<file path="config.mk">
export PLATFORM = sky130hd
export DESIGN_NAME = multiword_add_ctrl
export DESIGN_NICKNAME = d
export VERILOG_FILES = /design/src/rtl/multiword_add_ctrl.sv
export SDC_FILE = /design/constraint.sdc
export NUM_CORES = 1
export LEC_CHECK = 0
export BUFFER_PORTS_ARGS = -buffer_cell sky130_fd_sc_hd__buf_2
export CAP_MARGIN = 20
export CELL_PAD_IN_SITES_DETAIL_PLACEMENT = 1
export CELL_PAD_IN_SITES_GLOBAL_PLACEMENT = 1
export CORE_MARGIN = 2
export CORE_UTILIZATION = 49
export CTS_BUF_LIST = sky130_fd_sc_hd__clkbuf_2
export CTS_CLUSTER_SIZE = 30
export DETAILED_ROUTE_END_ITERATION = 8
export GPL_TIMING_DRIVEN = 0
export HOLD_SLACK_MARGIN = 0.08
export PLACE_DENSITY = 0.92
export REMOVE_ABC_BUFFERS = 1
export SETUP_SLACK_MARGIN = 0.15
export SLEW_MARGIN = 20
export SYNTH_ARGS = -nofsm -noshare
export SYNTH_HDL_FRONTEND = slang
export SYNTH_SLANG_ARGS = --single-unit
</file>
<file path="constraint.sdc">
create_clock -name clk -period 4.86 [get_ports clk]
set_input_delay 0.243 -clock clk [delete_from_list [all_inputs] [get_ports clk]]
set_output_delay 0.243 -clock clk [all_outputs]
set_load 0.02 [all_outputs]
</file>
<file path="src/rtl/multiword_add_ctrl.sv">
// Multi-word adder controller: one 4-bit ripple-carry slice reused nibble by nibble, LSB first.
// Optional subtract mode is enabled by defining MULTIWORD_ADD_CTRL_SUB_EN.

module multiword_add_ctrl_rca4 (
  input  logic [3:0] x,
  input  logic [3:0] y,
  input  logic       ci,
  output logic [3:0] s,
  output logic       co
);

  logic [4:0] c;

  assign c[0] = ci;

  // Four chained full adders; carry ripples from bit 0 to bit 3
  for (genvar i = 0; i < 4; i++) begin : g_fa
    assign s[i]   = x[i] ^ y[i] ^ c[i];
    assign c[i+1] = (x[i] & y[i]) | (c[i] & (x[i] ^ y[i]));
  end

  assign co = c[4];

endmodule

module multiword_add_ctrl #(
  parameter int WIDTH = 16
) (
  input  logic             clk,
  input  logic             rst_n,
  input  logic             in_valid,
  output logic             in_ready,
  input  logic [WIDTH-1:0] a,
  input  logic [WIDTH-1:0] b,
  input  logic             cin,
`ifdef MULTIWORD_ADD_CTRL_SUB_EN
  input  logic             op_sub,
`endif
  output logic             out_valid,
  input  logic             out_ready,
  output logic [WIDTH-1:0] sum,
  output logic             cout,
  output logic             busy
);

  localparam int NNIB = WIDTH / 4;
  localparam int CW   = (NNIB > 1) ? $clog2(NNIB) : 1;
  localparam logic [CW-1:0] LAST = CW'(NNIB - 1);

  typedef enum logic [1:0] {
    IDLE,
    RUN,
    DONE
  } state_t;

  state_t           state;
  logic [CW-1:0]    cnt;
  logic             carry;
  logic [WIDTH-1:0] a_reg;
  logic [WIDTH-1:0] b_reg;
  logic [3:0]       nib_a;
  logic [3:0]       nib_b;
  logic [3:0]       nib_sum;
  logic             nib_cout;

  assign nib_a = 4'(a_reg >> {cnt, 2'b00});

`ifdef MULTIWORD_ADD_CTRL_SUB_EN
  logic sub_reg;

  // Subtraction is A + ~B + 1; the +1 enters through the preloaded carry
  assign nib_b = 4'(b_reg >> {cnt, 2'b00}) ^ {4{sub_reg}};
`else
  assign nib_b = 4'(b_reg >> {cnt, 2'b00});
`endif

  multiword_add_ctrl_rca4 u_slice (
    .x  (nib_a),
    .y  (nib_b),
    .ci (carry),
    .s  (nib_sum),
    .co (nib_cout)
  );

  always_ff @(posedge clk or negedge rst_n) begin
    if (!rst_n) begin
      state     <= IDLE;
      cnt       <= '0;
      carry     <= 1'b0;
      a_reg     <= '0;
      b_reg     <= '0;
      sum       <= '0;
      cout      <= 1'b0;
      out_valid <= 1'b0;
      busy      <= 1'b0;
      in_ready  <= 1'b1;
`ifdef MULTIWORD_ADD_CTRL_SUB_EN
      sub_reg   <= 1'b0;
`endif
    end else begin
      case (state)
        IDLE: begin
          if (in_valid && in_ready) begin
            a_reg    <= a;
            b_reg    <= b;
            cnt      <= '0;
            state    <= RUN;
            in_ready <= 1'b0;
            busy     <= 1'b1;
`ifdef MULTIWORD_ADD_CTRL_SUB_EN
            sub_reg  <= op_sub;
            carry    <= op_sub ? 1'b1 : cin;
`else
            carry    <= cin;
`endif
          end
        end
        RUN: begin
          for (int i = 0; i < NNIB; i++) begin
            if (cnt == CW'(i)) sum[i*4 +: 4] <= nib_sum;
          end
          carry <= nib_cout;
          cnt   <= cnt + 1'b1;
          // Last nibble: the slice carry becomes the visible carry out
          if (cnt == LAST) begin
            cout      <= nib_cout;
            cnt       <= '0;
            state     <= DONE;
            out_valid <= 1'b1;
          end
        end
        DONE: begin
          if (out_valid && out_ready) begin
            state     <= IDLE;
            out_valid <= 1'b0;
            busy      <= 1'b0;
            in_ready  <= 1'b1;
          end
        end
        default: begin
          state     <= IDLE;
          out_valid <= 1'b0;
          busy      <= 1'b0;
          in_ready  <= 1'b1;
        end
      endcase
    end
  end

endmodule

</file>
### Yosys cells after proc, flatten, opt, wreduce, memory -nomap -nowiden

Index checks and enable logic that the tools add are counted.
W data, S select, Z words.

| storage, ports and cells | value |
|---|---|
| flip-flop bits (word level) | 57 |
| input bits | 37 |
| output and inout bits | 20 |

| operators by class | value |
|---|---|
| $add $sub $neg | 1 |
| equality and inequality tests | 8 |
| shift operators | 2 |
| muxes and demuxes | 17 |
| bitwise logic cells | 22 |
| reduce and logical (&&, ||, !) cells | 14 |

Operators by type and width:

| operator | number |
|---|---|
| $shr A16 B4 Y4 | 2 |
| $reduce_and A2 Y1 | 6 |
| $mux W2 | 5 |
| $pmux W1 S3 | 3 |
| $reduce_and A3 Y1 | 3 |
| $and A1 B1 Y1 | 8 |
| $xor A1 B1 Y1 | 8 |
| $eq A2 B2 Y1 const B | 3 |
| $mux W1 | 6 |
| $ne A2 B2 Y1 const B | 3 |
| $pmux W2 S3 | 1 |
| $eq A2 B1 Y1 const B | 2 |
| $logic_not A2 Y1 | 2 |
| $or A1 B1 Y1 | 4 |
| $pmux W2 S2 | 1 |
| $add A2 B1 Y2 const B | 1 |
| $logic_and A1 B1 Y1 | 2 |
| $not A1 Y1 | 2 |
| $pmux W1 S2 | 1 |
| $reduce_bool A2 Y1 | 1 |

### Longest topological paths before layout

Gate-level depths: netlist of run 1.

| depth | value |
|---|---|
| depth after elaboration | 11 |
| depth in mapped cells | 10 |
| depth with buffers taken out | 9 |

### By module

From an unflattened synthesis of run 1, not the netlist that was laid out.

| unflattened totals | value |
|---|---|
| cells, all modules | 168 |
| area total of the unflattened synthesis | 2666.3 sq um |

By module, submodules not included:

| module | instances | cells an instance | area each (sq um) | seq. area each (sq um) |
|---|---|---|---|---|
| multiword_add_ctrl | 1 | 154 | 2548.7 | 1427.6 |
| multiword_add_ctrl_rca4 | 1 | 14 | 117.6 | 0.0 |

### Worst setup path before layout of run 1

No wires, ideal clock.

| path | value |
|---|---|
| path type | flip-flop to flip-flop |
| start point | register cnt[0] |
| end point | register sum[15] |
| library setup time | 85 ps |
| arrival | 2828 ps |
| required time | 4775 ps |
| slack | 1946 ps |
| stages on the path, launching flop included | 11 |
| buffers on the path | 1 |
| period minus slack after synthesis | 2914 ps |
| path through | dfrtp_1 -> buf_2 -> mux4_2 -> fa_1 -> inv_1 -> fa_1 -> inv_1 -> fa_1 -> inv_1 -> fa_1 -> o21ai_0 |

| between the ends | value |
|---|---|
| cells in the longest elaborated chain, start to end | 9 |
| elaborated cells between the ends (all ways) | 18 |
| those cells by class | 1 x eq/ne; 2 x shift; 14 x bitwise; 1 x reduce/logical |

Ends and longest elaborated chain:

| what | line | text |
|---|---|---|
| start, declared | 57 | `logic [CW-1:0] cnt;` |
| start signal, assigned | 123 | `cnt <= cnt + 1'b1;` |
| $shr A16 B4 Y4, on equally long branches | 66, 74 |  |
| $xor A1 B1 Y1 | 19 | `assign c[i+1] = (x[i] & y[i]) \| (c[i] & (x[i] ^ y[i]));` |
| $and A1 B1 Y1 | 19 |  |
| $or A1 B1 Y1 | 19 |  |
| $and A1 B1 Y1 | 19 |  |
| $or A1 B1 Y1 | 19 |  |
| $and A1 B1 Y1 | 19 |  |
| $or A1 B1 Y1 | 19 |  |
| $xor A1 B1 Y1 | 18 | `assign s[i] = x[i] ^ y[i] ^ c[i];` |
| end signal, assigned by index | 120 | `if (cnt == CW'(i)) sum[i*4 +: 4] <= nib_sum;` |
| end, declared | 41 | `output logic [WIDTH-1:0] sum,` |

Several ways; a longest one is shown, not always the timed one.
A chain may end at the register's enable or synchronous reset.

### Final worst setup path of run 1

| path | value |
|---|---|
| start point | register cnt[0] |
| end point | register sum[3] |

The elaborated chain is that of the path after synthesis.

==> metrics.csv, run 1 <==
stage,metric,value,unit
sta,fin_crit,3.43,ns
place,io_buffers,56,
worst_setup_path,worstSetupEndpointType,flop,
worst_hold_path,hp-class,primary input to async pin,
synthesis,syn_avg_cell_area,14.6,µm²
place,dp.cells,296,
sta,tightest_slew,0.743,ns
synthesis,yosysTopAreaCell,dfrtp_1,
clock_network,cts_max_path_buffers,2,
worst_setup_path,slowest_stage,dfrtp_1,
pwr,p_sw_frac,0.409,
worst_setup_path,crit_fanout,13,
floorplan,die_width,76.1,µm
synthesis,synth-seq-cells,57,
synthesis,ys_seq_area_frac,0.560,
clock_network,numClockSinks,57,
detailed_routing,dr.pass1.iters,4,
floorplan,core_area,5070,µm²
clock_network,cts_resized,0,
final_layout,synthToLayoutAreaGrowth,30.0,%
global_route,antenna_found_initial,0,
worst_setup_path,r2r.worst_path.cells,9,
worst_setup_path,max_stage_delay,0.85,ns
pwr,cellLeakagePower,1.58,nW
clock_network,htree_levels,3,
place,routabilityCongestion,0.746,
sta,worst_hold_slack,0.320,ns
detailed_routing,routed_via_density,5.14,
floorplan,num_io_pins,57,
sta,report.final.slew_viol_count,0,
synthesis,synth_xor_xnor_area_share,0,
worst_setup_path,crit_top_cell,fa_1,
worst_setup_path,crit_required,5.27,ns
pwr,total_power,1.99,mW
global_route,grt_pass1_vias,2044,
clock_network,cts_made_buffers,9,
sta,fin_worst_skew,0.0255,ns
detailed_routing,routed_wl,6.86,mm
sta,final-setup-viol-count,0,
worst_setup_path,cp-start-kind,flop,
sta,relSlewSlack,0.505,
floorplan,rows,26,
detailed_routing,drcViolationCount,0,
global_route,grt.total_usage,0.259,
worst_setup_path,crit_arrival,3.84,ns
synthesis,synth_cell_type_count,26,
synthesis,synth_top_family_by_area,multiplexers,
final_layout,stdcell_count,348,
worst_setup_path,critPathKind,flop to flop,
pwr,vdd_drop_max,0.290,mV
clock_network,tritoncts,yes,
synthesis,ys.flop_type,dfrtp_1,
detailed_routing,drt_iter0_markers,76,
sta,min_period_over_period,0.707,
sta,max_freq,291,MHz
final_layout,nNetsFinal,318,
synthesis,synth_top_area_share,0.550,
synthesis,synthTopCellsByArea,"dfrtp_1 55%, mux2_2 11%, mux4_2 7.1%, mux2_1 6.2%, fa_1 3.1%",
job,drv_cap,0,
synthesis,yosys.area_share.simple,0.0555,
worst_setup_path,r2r_slack,1.43,ns
detailed_routing,postRouteAntennaNets,0,
worst_setup_path,r2r_start,cnt[0]$_DFFE_PN0P_,
synthesis,ys_warn_count,0,
pwr,power.share.sequential,0.436,
synthesis,synth_area,2550,µm²
detailed_routing,routedWlPerCell,19.7,µm
global_route,globalRoute.totalOverflow,0,
final_layout,post-route-cell-area,3310,µm²
floorplan,dieHeight,76.1,µm
synthesis,synth_fa_ha_area_frac,0.0511,
pwr,p_comb_frac,0.443,
clock_network,cts_root_buffer,clkbuf_2,
sta,setup_tns,0,ns
clock_network,clkLatencyLatePin,0.49,ns
global_route,grt_pass1_wl,11.0,mm
synthesis,synthMuxAreaShare,0.248,
synthesis,synthArstFlopShare,1.00,
detailed_routing,vias,1790,
synthesis,synth_compound_area_frac,0.0432,
floorplan,die_area,5790,µm²
final_layout,drive_gt1_frac,0.392,
place,dp_hpwl,3.83,mm
clock_network,clk_pin_slew,0.17,ns
synthesis,synth_edf_count,0,
worst_setup_path,path_cells,mux4_2 -> fa_1 -> inv_1 -> fa_1 -> inv_1 -> fa_1 -> inv_1 -> fa_1 -> o21ai_0,
global_route,grt_max_degree,58,
status,status,"finished, final reports clean",
pwr,intPower,1.18,mW
final_layout,diodes,0,
worst_setup_path,r2r-end,sum[3]$_DFFE_PN0P_,
synthesis,netlist_instances,175,
place,place_area,2870,µm²
pwr,netSwitchingPower,0.814,mW
floorplan,initial_core_util,0.502,
sta,hold_viol_final,0,
sta,rsz0062_at_grt,no,
pwr,p_clk_frac,0.121,
pwr,p_per_area,601,nW/µm²
[final cells by class]
cell class	count	area, µm²
Multi-Input combinational cell	99	1010
Timing Repair Buffer	95	666
Clock buffer	11	55.1
Fill cell	535	1760
Tap cell	70	87.6
Clock inverter	5	22.5
Inverter	11	41.3
Sequential cell	57	1430
[cells by family after synthesis]
kind of cell             count (synthesis)
AO/OA/AOI/OAI                           19
multiplexers                            48
flip-flops                              57
adder cells (fa/ha/maj)                  8
AND/OR/NAND/NOR                         24
buffers and inverters                   19
[synthesized netlist by cell type, types with 2 or more instances]
cell type  number
a21oi_1         4
buf_2           2
buf_4           2
buf_6           2
dfrtp_1        56
fa_1            4
ha_1            4
inv_1          11
mux2_1         14
mux2_2         26
mux4_2          8
nand2_1        13
nand2b_1        3
nand3b_1        6
o21ai_0         9
[how the worst max path moves through the flow]
stage                            start                  end  slack, ns  cells after the start
floorplan           cnt[0]$_DFFE_PN0P_  sum[15]$_DFFE_PN0P_       1.91                      9
finish              cnt[0]$_DFFE_PN0P_   sum[3]$_DFFE_PN0P_       1.43                      9
global route        cnt[0]$_DFFE_PN0P_   sum[7]$_DFFE_PN0P_       1.29                      9
global placement    cnt[0]$_DFFE_PN0P_  sum[15]$_DFFE_PN0P_       1.63                      9
CTS                 cnt[0]$_DFFE_PN0P_  sum[11]$_DFFE_PN0P_       1.45                      9
detailed placement  cnt[0]$_DFFE_PN0P_  sum[11]$_DFFE_PN0P_       1.48                      9
[worst max-delay path: cells and delay by family, from the launching register on]
family / cells / cell delay, ns
flops: 1 / 0.85
fa+ha+maj: 4 / 1.45
mux: 1 / 0.62
compound gates: 1 / 0.20
buf+inv: 3 / 0.24
[through the flow]
stage	utilization	setup WS [ns]
2_1_floorplan	-	1.91
3_3_place_gp	0.561	1.63
3_5_place_dp	0.566	1.48
4_1_cts	0.653	1.45
5_1_grt	0.653	1.29
6_report	0.653	1.43
[what timing repair did]
item / in CTS / in global routing
setup buffers: 0 / 0
hold buffers: 36 / 0
hold endpoints to repair: 92 / 0
[power by group through the flow]
stage               clock, mW  combinational (mW)  sequential [mW]
finish                  0.241               0.882            0.868
global route            0.269               0.971            0.894
CTS                     0.241               0.864            0.851
detailed placement          0               0.840            0.863
global placement            0               0.787            0.842
floorplan                   0               0.506            0.891
[per-layer routing]
layer | global-route usage | vias to the layer above | wire length [µm]
met5 | 0 | - | 0
met4 | 0.131 | 0 | 178
met3 | 0.0557 | 12 | 339
met2 | 0.451 | 68 | 3540
met1 | 0.303 | 898 | 2810
li1 | - | 812 | -
[cells in the final DEF, fill, tap and decap left out, types with 4 or more instances in the layout]
cell type      synthesis  layout
dlygate4sd3_1          0      36
fa_1                   4       4
nand2_1               13      13
clkbuf_2               0      11
ha_1                   4       4
mux2_2                26      26
dfrtp_1               56      56
inv_1                 11      11
o21ai_0                9       9
buf_4                  2       4
nand3b_1               6       6
a21oi_1                4       4
buf_2                  2      55
mux2_1                14      14
mux4_2                 8       8
(Power assumes the default switching activity.)
==> run 2, diff against run 1 <==
--- a/config.mk
+++ b/config.mk
@@ -10,13 +10,13 @@
 export CELL_PAD_IN_SITES_DETAIL_PLACEMENT = 1
 export CELL_PAD_IN_SITES_GLOBAL_PLACEMENT = 1
 export CORE_MARGIN = 2
-export CORE_UTILIZATION = 49
+export CORE_UTILIZATION = 45
 export CTS_BUF_LIST = sky130_fd_sc_hd__clkbuf_2
 export CTS_CLUSTER_SIZE = 30
 export DETAILED_ROUTE_END_ITERATION = 8
 export GPL_TIMING_DRIVEN = 0
 export HOLD_SLACK_MARGIN = 0.08
-export PLACE_DENSITY = 0.92
+export PLACE_DENSITY = 0.86
 export REMOVE_ABC_BUFFERS = 1
 export SETUP_SLACK_MARGIN = 0.15
 export SLEW_MARGIN = 20
==> constraint.sdc (replaced) <==
create_clock -name clk -period 3.25 [get_ports clk]
set_input_delay 0.1625 -clock clk [delete_from_list [all_inputs] [get_ports clk]]
set_output_delay 0.1625 -clock clk [all_outputs]
set_load 0.02 [all_outputs]
==> metrics.csv, run 2 (synthesized netlist as in run 1, its figures left out) <==
stage,metric,value,unit
worst_setup_path,crit_required,3.64,ns
global_route,antenna_found_initial,0,
final_layout,stdcell_count,352,
global_route,met2_usage,0.386,
pwr,cellLeakagePower,1.59,nW
final_layout,nNetsFinal,320,
floorplan,initial_core_util,0.465,
worst_setup_path,crit_top_cell,fa_1,
floorplan,num_io_pins,57,
final_layout,diodes,0,
sta,fin_worst_skew,0.0166,ns
worst_hold_path,hp-class,primary input to async pin,
global_route,gr-max-usage-layer,met2,
final_layout,utilization,0.610,
sta,min_period_over_period,0.897,
worst_setup_path,path_cells,mux4_2 -> fa_1 -> inv_1 -> fa_1 -> inv_1 -> fa_1 -> inv_1 -> fa_1 -> o21ai_0,
pwr,p_clk_frac,0.118,
clock_network,cts_max_path_buffers,2,
global_route,grt_pass1_vias,1960,
final_layout,drive_gt1_frac,0.396,
sta,hold_viol_final,0,
clock_network,tritoncts,yes,
worst_setup_path,critPathBufInv,3,
pwr,vdd_drop_max,0.437,mV
final_layout,synthToLayoutAreaGrowth,31.1,%
worst_setup_path,crit_arrival,3.30,ns
final_layout,most-common-layout-cells,"55 x buf_2, 54 x dfrtp_1, 36 x dlygate4sd3_1, 26 x mux2_2, 14 x mux2_1",
sta,max_freq,343,MHz
sta,final-setup-viol-count,0,
floorplan,die_area,6280,µm²
sta,rsz0062_at_grt,no,
place,dp.cells,298,
detailed_routing,vias,1758,
final_layout,n_fill_cell,570,
detailed_routing,routedWlPerCell,16.9,µm
place,routabilityCongestion,0.753,
clock_network,htree_levels,3,
status,status,"finished, final reports clean",
worst_setup_path,critPathKind,flop to flop,
global_route,grt.total_usage,0.212,
clock_network,clk_pin_slew,0.16,ns
final_layout,final_common_cell,buf_2,
sta,fin_crit,2.92,ns
place,dp_hpwl,3.79,mm
clock_network,clkLatencyLatePin,0.47,ns
detailed_routing,routed_wl,5.93,mm
pwr,p_comb_frac,0.450,
detailed_routing,postRouteAntennaNets,0,
job,drv_cap,0,
global_route,grt_util_met3,0.0375,
final_layout,multi_input_area,1010,µm²
floorplan,core_area,5470,µm²
floorplan,die_width,79.2,µm
pwr,netSwitchingPower,1.14,mW
pwr,p_sw_frac,0.392,
global_route,globalRoute.totalOverflow,0,
clock_network,cts_root_buffer,clkbuf_2,
global_route,grt_max_degree,58,
final_layout,regArea,1430,µm²
pwr,power.share.sequential,0.432,
detailed_routing,dr.pass1.iters,4,
worst_setup_path,slowest_stage,mux4_2,
sta,report.final.slew_viol_count,0,
detailed_routing,drcViolationCount,0,
worst_setup_path,worstSetupEndpointType,flop,
worst_setup_path,crit_fanout,4,
clock_network,numClockSinks,57,
sta,relSlewSlack,0.526,
global_route,met1_usage,0.249,
detailed_routing,drt_iter0_markers,59,
clock_network,cts_made_buffers,9,
global_route,grt_pass1_wl,9.85,mm
floorplan,rows,27,
worst_setup_path,crit_family,adder cells,
sta,tightest_slew,0.711,ns
place,io_buffers,56,
detailed_routing,routed_via_density,4.99,
worst_setup_path,max_stage_delay,0.53,ns
pwr,p_per_area,871,nW/µm²
pwr,intPower,1.77,mW
floorplan,dieHeight,79.2,µm
worst_setup_path,cp-start-kind,flop,
-- run 2: changes by cell type in the layout (fill, tap and decap cells not counted) --
cell	before	now
dfrtp_2	0	1
clkbuf_2	11	10
dfrtp_1	56	54
dfrtp_4	0	1
clkinv_2	3	2
clkinv_1	2	4
buf_6	0	2
-- run 2: final timing paths --
kind | slack (ns) | from | cells past startpoint | to
setup / recovery | 0.33 | cnt[0]$_DFFE_PN0P_ | 9 | sum[7]$_DFFE_PN0P_
hold / removal | 0.26 | rst_n | 2 | sum[10]$_DFFE_PN0P_
setup reg to reg | 0.33 | cnt[0]$_DFFE_PN0P_ | 9 | sum[7]$_DFFE_PN0P_
hold reg to reg | 0.50 | sum[9]$_DFFE_PN0P_ | 2 | sum[9]$_DFFE_PN0P_
max in group asynchronous | 2.45 | rst_n | 2 | cnt[0]$_DFFE_PN0P_
min in group clk | 0.44 | a[4] | 3 | a_reg[4]$_DFFE_PN0P_
-- run 2: metal layers --
layer | up-vias | wire length (µm)
met5 | - | 0
met4 | 0 | 97
met3 | 11 | 211
met2 | 43 | 3220
met1 | 890 | 2400
li1 | 814 | -
-- run 2: worst reg2reg max path, stage by stage, from the launching register on --
cell,delay (ns)
dfrtp_4,0.48
mux4_2,0.53
fa_1,0.41
inv_1,0.08
fa_1,0.19
inv_1,0.06
fa_1,0.36
inv_1,0.07
fa_1,0.46
o21ai_0,0.19
-- run 2: metrics by stage --
stage | TNS [ns] | total power, mW | area (µm²) | hold WS (ns) | setup slack (ns)
after CTS | 0 | 2.94 | 3340 | 0.259 | 0.200
final | 0 | 2.91 | 3340 | 0.258 | 0.333
after detailed placement | -0.426 | 2.54 | 2880 | 0.262 | -0.118
after global routing | 0 | 3.14 | 3340 | 0.327 | 0.233
after global placement | -0.105 | 2.44 | 2850 | 0.378 | -0.0283
after floorplan | 0 | 2.09 | 2480 | -0.133 | 0.300
-- run 2: power groups by stage --
| stage | Combinational (mW) | Clock, mW | Sequential, mW |
|---|---|---|---|
| after floorplan | 0.757 | 0 | 1.33 |
| after global placement | 1.18 | 0 | 1.26 |
| after detailed placement | 1.25 | 0 | 1.29 |
| after CTS | 1.33 | 0.355 | 1.25 |
| after global routing | 1.45 | 0.385 | 1.30 |
| final | 1.31 | 0.343 | 1.26 |
-- run 2: repair_timing --
| item | in CTS | in global routing |
|---|---|---|
| hold endpoints to repair | 92 | 0 |
| resized for setup | 2 | 1 |
| pin swaps | 0 | 0 |
| hold buffers | 36 | 0 |
| buffers inserted | 2 | 0 |
| endpoints found under the setup margin | 4 | 3 |
-- run 2: area by class of cell --
cell class	count	share of cell area
Multi-Input combinational cell	99	0.303
Timing Repair Buffer	97	0.206
Tap cell	72	0.0270
Sequential cell	57	0.429
Clock inverter	6	0.00749
Inverter	11	0.0124
Clock buffer	10	0.0150
==> run 3, diff against run 2 <==
--- a/config.mk
+++ b/config.mk
@@ -17,6 +17,7 @@
 export GPL_TIMING_DRIVEN = 0
 export HOLD_SLACK_MARGIN = 0.08
 export PLACE_DENSITY = 0.86
+export RECOVER_POWER = 50
 export REMOVE_ABC_BUFFERS = 1
 export SETUP_SLACK_MARGIN = 0.15
 export SLEW_MARGIN = 20
==> metrics.csv, run 3 (synthesized netlist as in run 1, its figures left out) <==
stage,metric,value,unit
clock_network,cts_max_path_buffers,2,
detailed_routing,vias,1758,
worst_setup_path,crit_top_cell,fa_1,
clock_network,htree_levels,3,
final_layout,n_fill_cell,574,
detailed_routing,drt_iter0_markers,62,
worst_hold_path,holdPathEnd,a_reg[6]$_DFFE_PN0P_,
floorplan,initial_core_util,0.465,
detailed_routing,drcViolationCount,0,
worst_setup_path,path_cells,mux4_2 -> fa_1 -> inv_1 -> fa_1 -> inv_1 -> fa_1 -> inv_1 -> fa_1 -> o21ai_0,
worst_setup_path,slowest_stage,mux4_2,
final_layout,utilization,0.608,
floorplan,dieHeight,79.2,µm
worst_setup_path,worstSetupEndpointType,flop,
worst_setup_path,critPathBufInv,3,
floorplan,rows,27,
final_layout,synthToLayoutAreaGrowth,30.6,%
worst_hold_path,hp-class,primary input to flop,
clock_network,clk_pin_slew,0.16,ns
sta,tightest_slew,1.38,ns
worst_setup_path,r2r.worst_path.cells,9,
sta,layout_setup_ws,0.327,ns
final_layout,final_common_cell,dfrtp_1,
place,routabilityCongestion,0.753,
clock_network,tritoncts,yes,
clock_network,numClockSinks,57,
worst_setup_path,crit_family,adder cells,
sta,report.final.slew_viol_count,0,
floorplan,core_area,5470,µm²
worst_setup_path,critPathKind,flop to flop,
sta,fin_worst_skew,0.0173,ns
job,drv_cap,0,
worst_setup_path,cp-start-kind,flop,
sta,final-setup-viol-count,0,
global_route,grt_pass1_wl,9.85,mm
final_layout,nNetsFinal,320,
place,io_buffers,56,
pwr,cellLeakagePower,1.56,nW
sta,rsz0062_at_grt,no,
global_route,grt_max_degree,58,
floorplan,num_io_pins,57,
detailed_routing,routedWlPerCell,16.9,µm
clock_network,clkLatencyLatePin,0.47,ns
worst_hold_path,min_path_cells,3,
clock_network,cts_made_buffers,9,
final_layout,post-route-cell-area,3330,µm²
place,place_area,2880,µm²
worst_setup_path,r2r_slack,0.33,ns
worst_setup_path,max_stage_delay,0.53,ns
place,dp_worst_setup_slack,-0.118,ns
worst_setup_path,r2r-end,sum[7]$_DFFE_PN0P_,
status,status,"finished, final reports clean",
worst_setup_path,crit_required,3.64,ns
final_layout,diodes,0,
global_route,antenna_found_initial,0,
final_layout,drive_gt1_frac,0.364,
clock_network,cts_root_buffer,clkbuf_2,
pwr,total_power,2.90,mW
sta,min_period_over_period,0.899,
worst_setup_path,r2r_start,cnt[0]$_DFFE_PN0P_,
final_layout,most-common-layout-cells,"54 x dfrtp_1, 46 x buf_2, 36 x dlygate4sd3_1, 26 x mux2_2, 14 x mux2_1",
floorplan,die_area,6280,µm²
worst_hold_path,hp-start,a[6],
detailed_routing,routed_wl,5.95,mm
detailed_routing,routed_via_density,4.99,
worst_setup_path,crit_arrival,3.31,ns
global_route,globalRoute.totalOverflow,0,
sta,hold_viol_final,0,
sta,max_freq,342,MHz
pwr,p_per_area,872,nW/µm²
place,dp_hpwl,3.79,mm
worst_setup_path,crit_fanout,4,
sta,fin_crit,2.92,ns
sta,relSlewSlack,0.0774,
detailed_routing,dr.pass1.iters,4,
pwr,vdd_drop_max,0.437,mV
floorplan,die_width,79.2,µm
detailed_routing,postRouteAntennaNets,0,
global_route,grt.total_usage,0.212,
global_route,grt_pass1_vias,1960,
[run 3: changes by cell type in the layout (fill, tap and decap cells not counted), sizes merged]
cell / before / now
clkbuf: 10 / 20
buf: 61 / 51
[run 3: through the flow]
step / std cells / TNS [ns] / hold slack (ns)
final: 352 / 0 / 0.437
after global routing: 352 / 0 / 0.432
after CTS: 352 / 0 / 0.259
after detailed placement: 298 / -0.426 / 0.262
after global placement: 295 / -0.105 / 0.378
after floorplan: 167 / 0 / -0.133
[run 3: worst register-to-register path, cell delays in order (launching register included)]
cell and delay (ns):
dfrtp_4 0.48, mux4_2 0.53, fa_1 0.41, inv_1 0.08
fa_1 0.19, inv_1 0.06, fa_1 0.36, inv_1 0.07
fa_1 0.47, o21ai_0 0.20
[run 3: worst max path at each step]
stage	start	slack, ns	cells after the start	end
6_report	cnt[0]$_DFFE_PN0P_	0.33	9	sum[7]$_DFFE_PN0P_
5_1_grt	cnt[0]$_DFFE_PN0P_	0.23	9	sum[15]$_DFFE_PN0P_
4_1_cts	cnt[1]$_DFFE_PN0P_	0.20	9	sum[7]$_DFFE_PN0P_
3_5_place_dp	cnt[0]$_DFFE_PN0P_	-0.12	9	sum[7]$_DFFE_PN0P_
3_3_place_gp	cnt[0]$_DFFE_PN0P_	-0.03	9	sum[7]$_DFFE_PN0P_
2_1_floorplan	cnt[0]$_DFFE_PN0P_	0.30	9	sum[15]$_DFFE_PN0P_
[run 3: final cells by class]
| cell class | instances | area (µm²) | area share |
|---|---|---|---|
| Timing Repair Buffer | 97 | 674 | 0.203 |
| Sequential cell | 57 | 1430 | 0.431 |
| Clock inverter | 6 | 25.0 | 0.00752 |
| Clock buffer | 10 | 50.0 | 0.0150 |
| Tap cell | 72 | 90.1 | 0.0271 |
| Inverter | 11 | 41.3 | 0.0124 |
| Multi-Input combinational cell | 99 | 1010 | 0.304 |
[run 3: report_power, final]
| group | switching, mW | internal [mW] | total, mW |
|---|---|---|---|
| registers | 0.232 | 1.03 | 1.26 |
| logic | 0.662 | 0.636 | 1.30 |
| clock network | 0.251 | 0.0916 | 0.343 |
| total | 1.15 | 1.76 | 2.90 |
[run 3: per-layer routing]
metal,track usage,vias up,wire (µm)
met5,0,-,0
met4,0.0776,0,97
met3,0.0375,11,215
met2,0.386,43,3200
met1,0.249,889,2430
li1,-,815,-
[run 3: timing repair]
action	4_1_cts	5_1_grt
cloned	0	0
gates resized for setup	2	1
setup endpoints to repair	4	3
hold endpoints to repair	92	0
pin swaps	0	0
buffers inserted	2	0
hold buffers	36	0
